<file path="src/rtl/freq_div_gen.sv">
// Programmable clock-enable generator: one-cycle Tick_o every D clocks and a square wave of
// period 2*D, with D taken from a parametrised divisor table indexed by Sel_i.
module freq_div_gen #(
    parameter int SEL_W = 3,
    parameter int CNT_W = 8,
    parameter logic [CNT_W*(2**SEL_W)-1:0] DIV_TABLE =
        {8'd24, 8'd28, 8'd32, 8'd39, 8'd49, 8'd66, 8'd99, 8'd165}
) (
    input  logic             Clk_i,
    input  logic             Rst_n_i,
    input  logic             En_i,
    input  logic             Restart_i,
    input  logic             Mode_i,
    input  logic [SEL_W-1:0] Sel_i,
    output logic             Tick_o,
    output logic             Sq_o,
    output logic [CNT_W-1:0] Div_o,
    output logic             Done_o
);

    typedef enum logic [1:0] {
        IDLE = 2'd0,
        RUN  = 2'd1,
        DONE = 2'd2
    } state_t;

    state_t           state_q, state_d;
    logic [CNT_W-1:0] cnt_q, cnt_d;
    logic [CNT_W-1:0] div_q, div_d;
    logic             tick_q, tick_d;
    logic             sq_q, sq_d;
    logic             done_q, done_d;
    logic             mode_q, mode_d;
    logic [CNT_W-1:0] sel_div;

    // A zero table entry would stall the counter, so it is treated as divide-by-one.
    function automatic logic [CNT_W-1:0] table_div(input logic [SEL_W-1:0] s);
        logic [CNT_W-1:0] e;
        e = DIV_TABLE[s*CNT_W +: CNT_W];
        return (e == '0) ? CNT_W'(1) : e;
    endfunction

    assign sel_div = table_div(Sel_i);

    always_comb begin
        state_d = state_q;
        cnt_d   = cnt_q;
        div_d   = div_q;
        tick_d  = 1'b0;
        sq_d    = sq_q;
        done_d  = done_q;
        mode_d  = mode_q;
        if (Restart_i && En_i) begin
            state_d = RUN;
            cnt_d   = sel_div - CNT_W'(1);
            div_d   = sel_div;
            sq_d    = 1'b0;
            done_d  = 1'b0;
            mode_d  = Mode_i;
        end else if (!En_i) begin
            state_d = IDLE;
            cnt_d   = '0;
            sq_d    = 1'b0;
            done_d  = 1'b0;
        end else begin
            case (state_q)
                IDLE: begin
                    state_d = RUN;
                    cnt_d   = sel_div - CNT_W'(1);
                    div_d   = sel_div;
                    mode_d  = Mode_i;
                end
                RUN: begin
                    if (cnt_q != '0) begin
                        cnt_d = cnt_q - CNT_W'(1);
                    end else begin
                        tick_d = 1'b1;
                        sq_d   = ~sq_q;
                        // Sel_i is only looked at here, so divisor switches land on period boundaries.
                        if (mode_q) begin
                            state_d = DONE;
                            done_d  = 1'b1;
                        end else begin
                            cnt_d = sel_div - CNT_W'(1);
                            div_d = sel_div;
                        end
                    end
                end
                DONE: begin
                    cnt_d = '0;
                end
                default: begin
                    state_d = IDLE;
                    cnt_d   = '0;
                end
            endcase
        end
    end

    always_ff @(posedge Clk_i) begin
        if (!Rst_n_i) begin
            state_q <= IDLE;
            cnt_q   <= '0;
            div_q   <= table_div('0);
            tick_q  <= 1'b0;
            sq_q    <= 1'b0;
            done_q  <= 1'b0;
            mode_q  <= 1'b0;
        end else begin
            state_q <= state_d;
            cnt_q   <= cnt_d;
            div_q   <= div_d;
            tick_q  <= tick_d;
            sq_q    <= sq_d;
            done_q  <= done_d;
            mode_q  <= mode_d;
        end
    end

    assign Tick_o = tick_q;
    assign Sq_o   = sq_q;
    assign Div_o  = div_q;
    assign Done_o = done_q;

endmodule

</file>
<file path="config.mk">
export PLATFORM = sky130hd
export DESIGN_NAME = freq_div_gen
export DESIGN_NICKNAME = d
export VERILOG_FILES = /design/src/rtl/freq_div_gen.sv
export SDC_FILE = /design/constraint.sdc
export NUM_CORES = 1
export LEC_CHECK = 0
export CAP_MARGIN = 20
export CORE_MARGIN = 4
export CORE_UTILIZATION = 48
export DETAILED_ROUTE_END_ITERATION = 7
export GPL_TIMING_DRIVEN = 0
export PLACE_DENSITY = 0.79
export SKIP_LAST_GASP = 1
export SYNTH_ARGS = -nofsm -noshare
export SYNTH_HDL_FRONTEND = slang
export SYNTH_SLANG_ARGS = --single-unit
</file>
<file path="constraint.sdc">
create_clock -name Clk_i -period 2.38 [get_ports Clk_i]
set_input_delay 0.714 -clock Clk_i [delete_from_list [all_inputs] [get_ports Clk_i]]
set_output_delay 0.714 -clock Clk_i [all_outputs]
set_load 0.02 [all_outputs]
</file>
==> run_results.csv, run 1 <==
group,metric,value,unit
worst_setup_path,critical_path_arrival,2.51,ns
logic_synthesis,ys_ff_latch,22,
logic_synthesis,ys_seq_area_share,32.9,%
logic_synthesis,syn_area_per_cell,8.36,sq um
logic_synthesis,synth.distinct_cells,45,
floorplan,ios,19,
flow_run,maxCapViolations,0,
routing,viasPerCell,5.97,
cells_and_area,n_antenna_cell,0,
routing,postRouteWirelength,3.19,mm
logic_synthesis,synth_area,1340,sq um
floorplan,core-area,2570,sq um
clock_tree,clk_pin_slew_worst_paths,0.12,ns
routing,first_pass_iters,6,
outcome,violations,"DRC",
cells_and_area,syn2layout_area_growth,19.6,%
timing,setup_viol,0,
logic_synthesis,synthesis.nets,175,
worst_setup_path,critPathRequiredTime,2.64,ns
routing,drc,1,
cells_and_area,final_util,62.3,%
floorplan,rows,18,
floorplan,start_util,52.1,%
routing,drt_iter0_markers,81,
logic_synthesis,async_reset_ff_share,0,%
global_route,grt_max_degree,12,
placed_design,place.gp.congestion,0.883,
global_route,gr-max-usage-layer,"met2",
routing,final_antenna_net_count,0,
global_route,antenna_found_initial,0,
logic_synthesis,synthFlopType,"dfxtp_1",
timing,worst_pin_slew,0.520,ns
logic_synthesis,syn_inst,160,
logic_synthesis,synth.area.top_cells,"dfxtp_1 (33%), ha_1 (6.5%), nand2_1 (4.8%)",
global_route,gr-total-overflow,0,
worst_setup_path,path_max_fanout,11,
timing,max_clock_freq,0.443,GHz
routing,vias,1266,
floorplan,die_y,60.8,um
power_and_ir_drop,peakVddDrop,0.465,mV
power_and_ir_drop,p_total,0.864,mW
min_path,holdCritPathClass,"flop to flop",
worst_setup_path,reg2reg_slack,0.32,ns
global_route,grt_pass1_vias,1150,
worst_setup_path,start_kind,"input port",
power_and_ir_drop,leakage,0.627,nW
worst_setup_path,worstSetupPathType,"input port to flop",
global_route,grtUsageMet3,3.83,%
clock_tree,hold_buffers,0,
clock_tree,cts-root-buf,"clkbuf_4",
timing,fin_crit_sh,94.8,%
placed_design,portBuffers,17,
clock_tree,cts_tree,"done",
routing,wl_per_cell,15.0,um
timing,drv_slew,0,
power_and_ir_drop,p_per_area,540,nW/um^2
timing,grt_setup_unrepaired,"false",
placed_design,dpl.hpwl,2.42,mm
global_route,grt_first_pass_wirelength,5.14,mm
floorplan,die-area,3690,sq um
floorplan,die_w,60.8,um
cells_and_area,drive_gt1_share,13.2,%
logic_synthesis,synth_top_area_cell,"dfxtp_1",
clock_tree,cts_made_buffers,3,
logic_synthesis,synth_edf_count,0,
global_route,use_met2,29.6,%
logic_synthesis,netlist.area_leader.share,32.9,%
clock_tree,clockBufferDepth,2,
clock_tree,clock_sinks,22,
timing,hold_viol,0,
cells_and_area,fin_nets,199,
global_route,grt.met1_usage,24.3,%
worst_setup_path,cp-end-kind,"flop",
logic_synthesis,yosysWarnings,0,
timing,finClkSkew,0.00728,ns
timing,max_slew_margin,65.0,%
global_route,grt_usage,18.7,%
timing,finalCriticalPeriod,2.26,ns
clock_tree,clkLatencyLatePin,0.31,ns
outcome,status,"finished with violations",
clock_tree,htree_levels,1,
## cell usage in the layout (no fill, tap or decap), types with 3 or more instances in the layout
cell	count
nand3b_1	3
o211ai_1	5
mux2i_1	3
ha_1	5
clkdlybuf4s50_1	14
nand2_1	17
inv_1	8
dfxtp_1	22
nor2_1	12
nand3_1	9
clkbuf_4	4
nor3_1	5
nor2b_1	4
o21ai_0	8
nand2b_1	7
a21oi_1	7
## critical path: stages
cell and delay, ns:
clkbuf_4 0.17, inv_1 0.08, ha_4 0.23, nor2b_1 0.16, a21oi_2 0.16, ha_2 0.22, o21ai_0 0.11, nor3_1 0.20
xnor2_1 0.09, o32a_1 0.29, nor2_1 0.08
## through the flow
step / area [sq um] / setup WS (ns) / TNS, ns / hold slack, ns / std cells
6_report: 1600 / 0.124 / 0 / 0.454 / 212
5_1_grt: 1600 / 0.0167 / 0 / 0.501 / 212
3_3_place_gp: 1550 / -0.877 / -2.51 / 0.435 / 207
3_5_place_dp: 1550 / -0.933 / -2.82 / 0.444 / 207
2_1_floorplan: 1340 / 0.0432 / 0 / 0.494 / 160
4_1_cts: 1590 / 0.0580 / 0 / 0.461 / 212
## per-layer routing
metal / up-vias / part of all wire, %
li1: 627 / -
met4: 0 / 2.4
met2: 43 / 47
met5: - / 0
met1: 586 / 44
met3: 10 / 6.0
## cells in the mapped netlist (2+ instances only)
cell type,n
dfxtp_1,22
nand2_1,17
nor2_1,12
inv_1,10
nand3_1,9
a21oi_1,8
o21ai_0,8
ha_1,7
nand2b_1,7
nor3_1,5
o211ai_1,5
nor2b_1,4
mux2i_1,3
nand3b_1,3
a211oi_1,2
clkbuf_1,2
nor4b_1,2
o211a_1,2
o21bai_1,2
o31ai_1,2
or3_1,2
xnor2_1,2
xor2_1,2
## sequential cells by signal, summed over array words and instances (netlist names)
| register | count |
|---|---|
| Div_o | 8 |
| cnt_q | 8 |
| state_q | 2 |
| Done_o | 1 |
| Sq_o | 1 |
| Tick_o | 1 |
| mode_q | 1 |
## cell families after synthesis
logic type,Yosys count,synth area share (%)
simple gates,68,27.8
compound gates,42,23.3
flops,22,32.9
buf+inv,14,4.58
fa+ha+maj,7,6.55
xor+xnor,4,2.62
mux,3,2.25
## report_power, final
part	internal, mW	total [mW]	switching [mW]
combinational	0.125	0.279	0.154
clock	0.0591	0.172	0.113
sequential	0.391	0.413	0.0219
## worst paths after layout
| path | cells past startpoint | from | to |
|---|---|---|---|
| setup / recovery | 11 | Sel_i[1] | cnt_q[6]$_SDFFE_PN0P_ |
| hold / removal | 2 | Done_o$_SDFFE_PP0P_ | Done_o$_SDFFE_PP0P_ |
| setup reg to reg | 7 | cnt_q[0]$_SDFFE_PN0P_ | cnt_q[5]$_SDFFE_PN0P_ |
| hold reg to reg | 2 | Done_o$_SDFFE_PP0P_ | Done_o$_SDFFE_PP0P_ |
## final cells by class
type / count / area (sq um)
plain buffers: 4 / 25.0
clock buffers: 3 / 22.5
fillers: 233 / 967
inverters: 10 / 37.5
multi-input cells: 124 / 861
flip-flops and latches: 22 / 440
well taps: 30 / 37.5
repair buffers: 19 / 176
## timing repair
action | 4_1_cts | 5_1_grt
setup buffers | 2 | 0
gates resized for setup | 16 | 2
pin swaps | 2 | 1
endpoints found under the setup margin | 3 | 2
Power figures use the tool's default switching activity.
==> run 2: changes to the inputs <==
ABC_AREA = 1   (was not set)
ABC_CLOCK_PERIOD_IN_PS = 2380   (was not set)
CORE_UTILIZATION = 49   (was 48)
PLACE_DENSITY = 0.8   (was 0.79)
SLEW_MARGIN = 25   (was not set)
==> run_results.csv, run 2 <==
group,metric,value,unit
outcome,status,"finished clean",
routing,drc,0,
logic_synthesis,synth_top_family_by_area,"simple AND/OR/NAND/NOR gates",
power_and_ir_drop,leakage,0.760,nW
floorplan,die_y,61.6,um
floorplan,die_w,61.6,um
worst_setup_path,worstSetupPathType,"input port to flop",
global_route,grt_usage,18.2,%
worst_setup_path,reg2reg_slack,0.88,ns
worst_setup_path,r2r_end,"Div_o[3]$_SDFFE_PN0P_",
worst_setup_path,crit_slowest_cell,"ha_1",
routing,wl_per_cell,11.2,um
clock_tree,cts_made_buffers,3,
clock_tree,clock_sinks,22,
logic_synthesis,synth-xor-area-share,2.48,%
power_and_ir_drop,p_per_area,548,nW/um^2
worst_setup_path,start_kind,"input port",
floorplan,start_util,51.1,%
floorplan,core-area,2760,sq um
power_and_ir_drop,intPower,0.603,mW
worst_setup_path,critical_path_arrival,2.40,ns
worst_setup_path,cp-end-kind,"flop",
worst_setup_path,crit_family,"buffers and inverters",
power_and_ir_drop,p_comb_share,31.2,%
clock_tree,htree_levels,1,
min_path,min_from,"Done_o$_SDFFE_PP0P_",
logic_synthesis,synth.area.top_cells,"dfxtp_1 (31%), nand2_1 (12%), nor2_1 (8.0%)",
routing,vias,1304,
routing,drt_iter0_markers,33,
power_and_ir_drop,seqPwrFrac,45.5,%
timing,fin_hold_ws,0.456,ns
worst_setup_path,slowest_delay,0.29,ns
worst_setup_path,critPathMostFrequentCell,"inv_1",
timing,finClkSkew,0.00445,ns
logic_synthesis,synth_top_area_cell,"dfxtp_1",
worst_setup_path,path_max_fanout,5,
power_and_ir_drop,pwr-share-clk,23.4,%
logic_synthesis,synth-simple-area-share,39.0,%
timing,fin_setup_tns,0,ns
logic_synthesis,async_reset_ff_share,0,%
cells_and_area,n_antenna_cell,0,
clock_tree,clk_pin_slew_worst_paths,0.13,ns
cells_and_area,fillerInstances,264,
cells_and_area,final_util,60.2,%
worst_setup_path,critPathRequiredTime,2.63,ns
worst_setup_path,reg2reg_depth,8,
cells_and_area,syn2layout_area_growth,17.7,%
routing,viasPerCell,5.05,
logic_synthesis,ys_seq_area_share,31.2,%
clock_tree,cts_tree,"done",
clock_tree,cts-root-buf,"clkbuf_4",
logic_synthesis,yosysWarnings,0,
power_and_ir_drop,p_sw,0.307,mW
logic_synthesis,netlist.area_leader.share,31.2,%
logic_synthesis,syn_area_per_cell,6.85,sq um
min_path,hold_depth,2,
timing,finalCriticalPeriod,2.15,ns
timing,max_clock_freq,0.465,GHz
timing,fin_crit_sh,90.3,%
logic_synthesis,synth.distinct_cells,28,
timing,grt_setup_unrepaired,"false",
cells_and_area,fin_nets,243,
routing,first_pass_iters,4,
cells_and_area,final_cell_mix,"nand2_1 (45), nor2_1 (30), dfxtp_1 (22), inv_1 (19), nand3_1 (19)",
logic_synthesis,synth_edf_count,0,
power_and_ir_drop,p_sw_share,33.8,%
global_route,grt_first_pass_wirelength,5.18,mm
placed_design,portBuffers,17,
logic_synthesis,yosys-top-cells-count,"nand2_1 (45), nor2_1 (30), dfxtp_1 (22)",
logic_synthesis,synth_area,1410,sq um
worst_setup_path,cp_num_cells,11,
global_route,grt_pass1_vias,1220,
global_route,grt_max_degree,13,
logic_synthesis,synth_compound_area_share,12.6,%
worst_setup_path,worst-path-buf-inv,4,
cells_and_area,final_common_cell,"nand2_1",
timing,hold_viol,0,
placed_design,dpl.hpwl,2.28,mm
logic_synthesis,ys_ff_latch,22,
timing,worst_pin_slew,0.436,ns
min_path,holdCritPathClass,"flop to flop",
flow_run,maxCapViolations,0,
global_route,antenna_found_initial,0,
placed_design,place.gp.congestion,0.803,
floorplan,ios,19,
placed_design,pre_cts_ws,-0.491,ns
clock_tree,post_cts_buffers,0,
logic_synthesis,synthesis.nets,221,
logic_synthesis,syn_inst,206,
timing,drv_slew,0,
clock_tree,clockBufferDepth,2,
global_route,gr-total-overflow,0,
timing,finalWorstSetupSlack,0.230,ns
routing,final_antenna_net_count,0,
logic_synthesis,synthFlopType,"dfxtp_1",
floorplan,die-area,3800,sq um
logic_synthesis,synth.most_common_cell,"nand2_1",
timing,setup_viol,0,
logic_synthesis,synth_adder_area_share,6.21,%
routing,postRouteWirelength,2.90,mm
logic_synthesis,muxShareOfSynthArea,0,%
clock_tree,clkLatencyLatePin,0.31,ns
floorplan,rows,19,
worst_setup_path,worstReg2RegStart,"cnt_q[0]$_SDFFE_PN0P_",
cells_and_area,drive_gt1_share,12.3,%
worst_setup_path,crit_path_cell_trace,"dlygate4sd2_1, inv_1, ha_1, inv_1, o21ai_2, inv_1, ha_1, nand3_1, xor2_1, nand2_1, a21oi_1",
timing,max_slew_margin,70.7,%
min_path,hold_end,"Done_o$_SDFFE_PP0P_",
power_and_ir_drop,peakVddDrop,0.444,mV
==> run 2: cells by family (layout without fill, tap and decap cells) <==
family / after synthesis / in the layout
xor+xnor: 4 / 4
buf+inv: 29 / 50
flops: 22 / 22
compound gates: 31 / 31
simple gates: 113 / 113
fa+ha+maj: 7 / 7
==> run 2: how the worst max path moves through the flow <==
| stage | start | endpoint | slack [ns] |
|---|---|---|---|
| 6_report | Sel_i[0] | cnt_q[4]$_SDFFE_PN0P_ | 0.23 |
| 5_1_grt | Sel_i[0] | cnt_q[4]$_SDFFE_PN0P_ | 0.14 |
| 4_1_cts | Sel_i[1] | cnt_q[4]$_SDFFE_PN0P_ | 0.001 |
| 3_5_place_dp | Sel_i[0] | cnt_q[6]$_SDFFE_PN0P_ | -0.49 |
| 3_3_place_gp | Sel_i[0] | cnt_q[6]$_SDFFE_PN0P_ | -0.51 |
| 2_1_floorplan | Sel_i[0] | cnt_q[6]$_SDFFE_PN0P_ | 0.35 |
==> run 2: per-stage QoR <==
stage,cell area (sq um),power [mW],std cells
after detailed placement,1620,0.703,254
final,1660,0.910,258
after global routing,1660,0.975,258
after global placement,1620,0.700,254
after CTS,1660,0.916,258
after floorplan,1410,0.623,206
==> run 2: metal layers <==
metal | routed length (um) | up-vias | track usage [%]
met3 | 91 | 4 | 2.52
li1 | - | 704 | -
met2 | 1390 | 26 | 31.7
met5 | 0 | - | 0
met4 | 29 | 0 | 6.36
met1 | 1390 | 570 | 22.7
==> run 2: layout make-up <==
class                           count  area [sq um]  share of cell area (%)
Multi-Input combinational cell    155           855                    51.5
Sequential cell                    22           440                    26.5
Timing Repair Buffer               17           171                    10.3
Inverter                           25          93.8                    5.65
Tap cell                           31          38.8                    2.34
Clock buffer                        4          36.3                    2.19
Buffer                              4          25.0                    1.51
==> run 2: worst reg2reg max path: stages (launching register included) <==
cell and delay (ns):
dfxtp_1 0.33, inv_1 0.10, ha_1 0.17, nand2_2 0.09, o21ai_4 0.21, nand4_4 0.13, buf_6 0.17, a21oi_1 0.13
nor2_1 0.07
==> run 2: power groups by stage <==
| stage | clock (mW) | combinational, mW | sequential [mW] |
|---|---|---|---|
| 6_report | 0.213 | 0.284 | 0.414 |
| 5_1_grt | 0.235 | 0.322 | 0.418 |
| 4_1_cts | 0.216 | 0.286 | 0.414 |
| 3_5_place_dp | 0 | 0.281 | 0.422 |
| 3_3_place_gp | 0 | 0.278 | 0.422 |
| 2_1_floorplan | 0 | 0.186 | 0.437 |
==> run 2: what timing repair did <==
item / in CTS / in global routing
hold buffers: 0 / 0
resized for setup: 3 / 1
setup endpoints to repair: 3 / 2
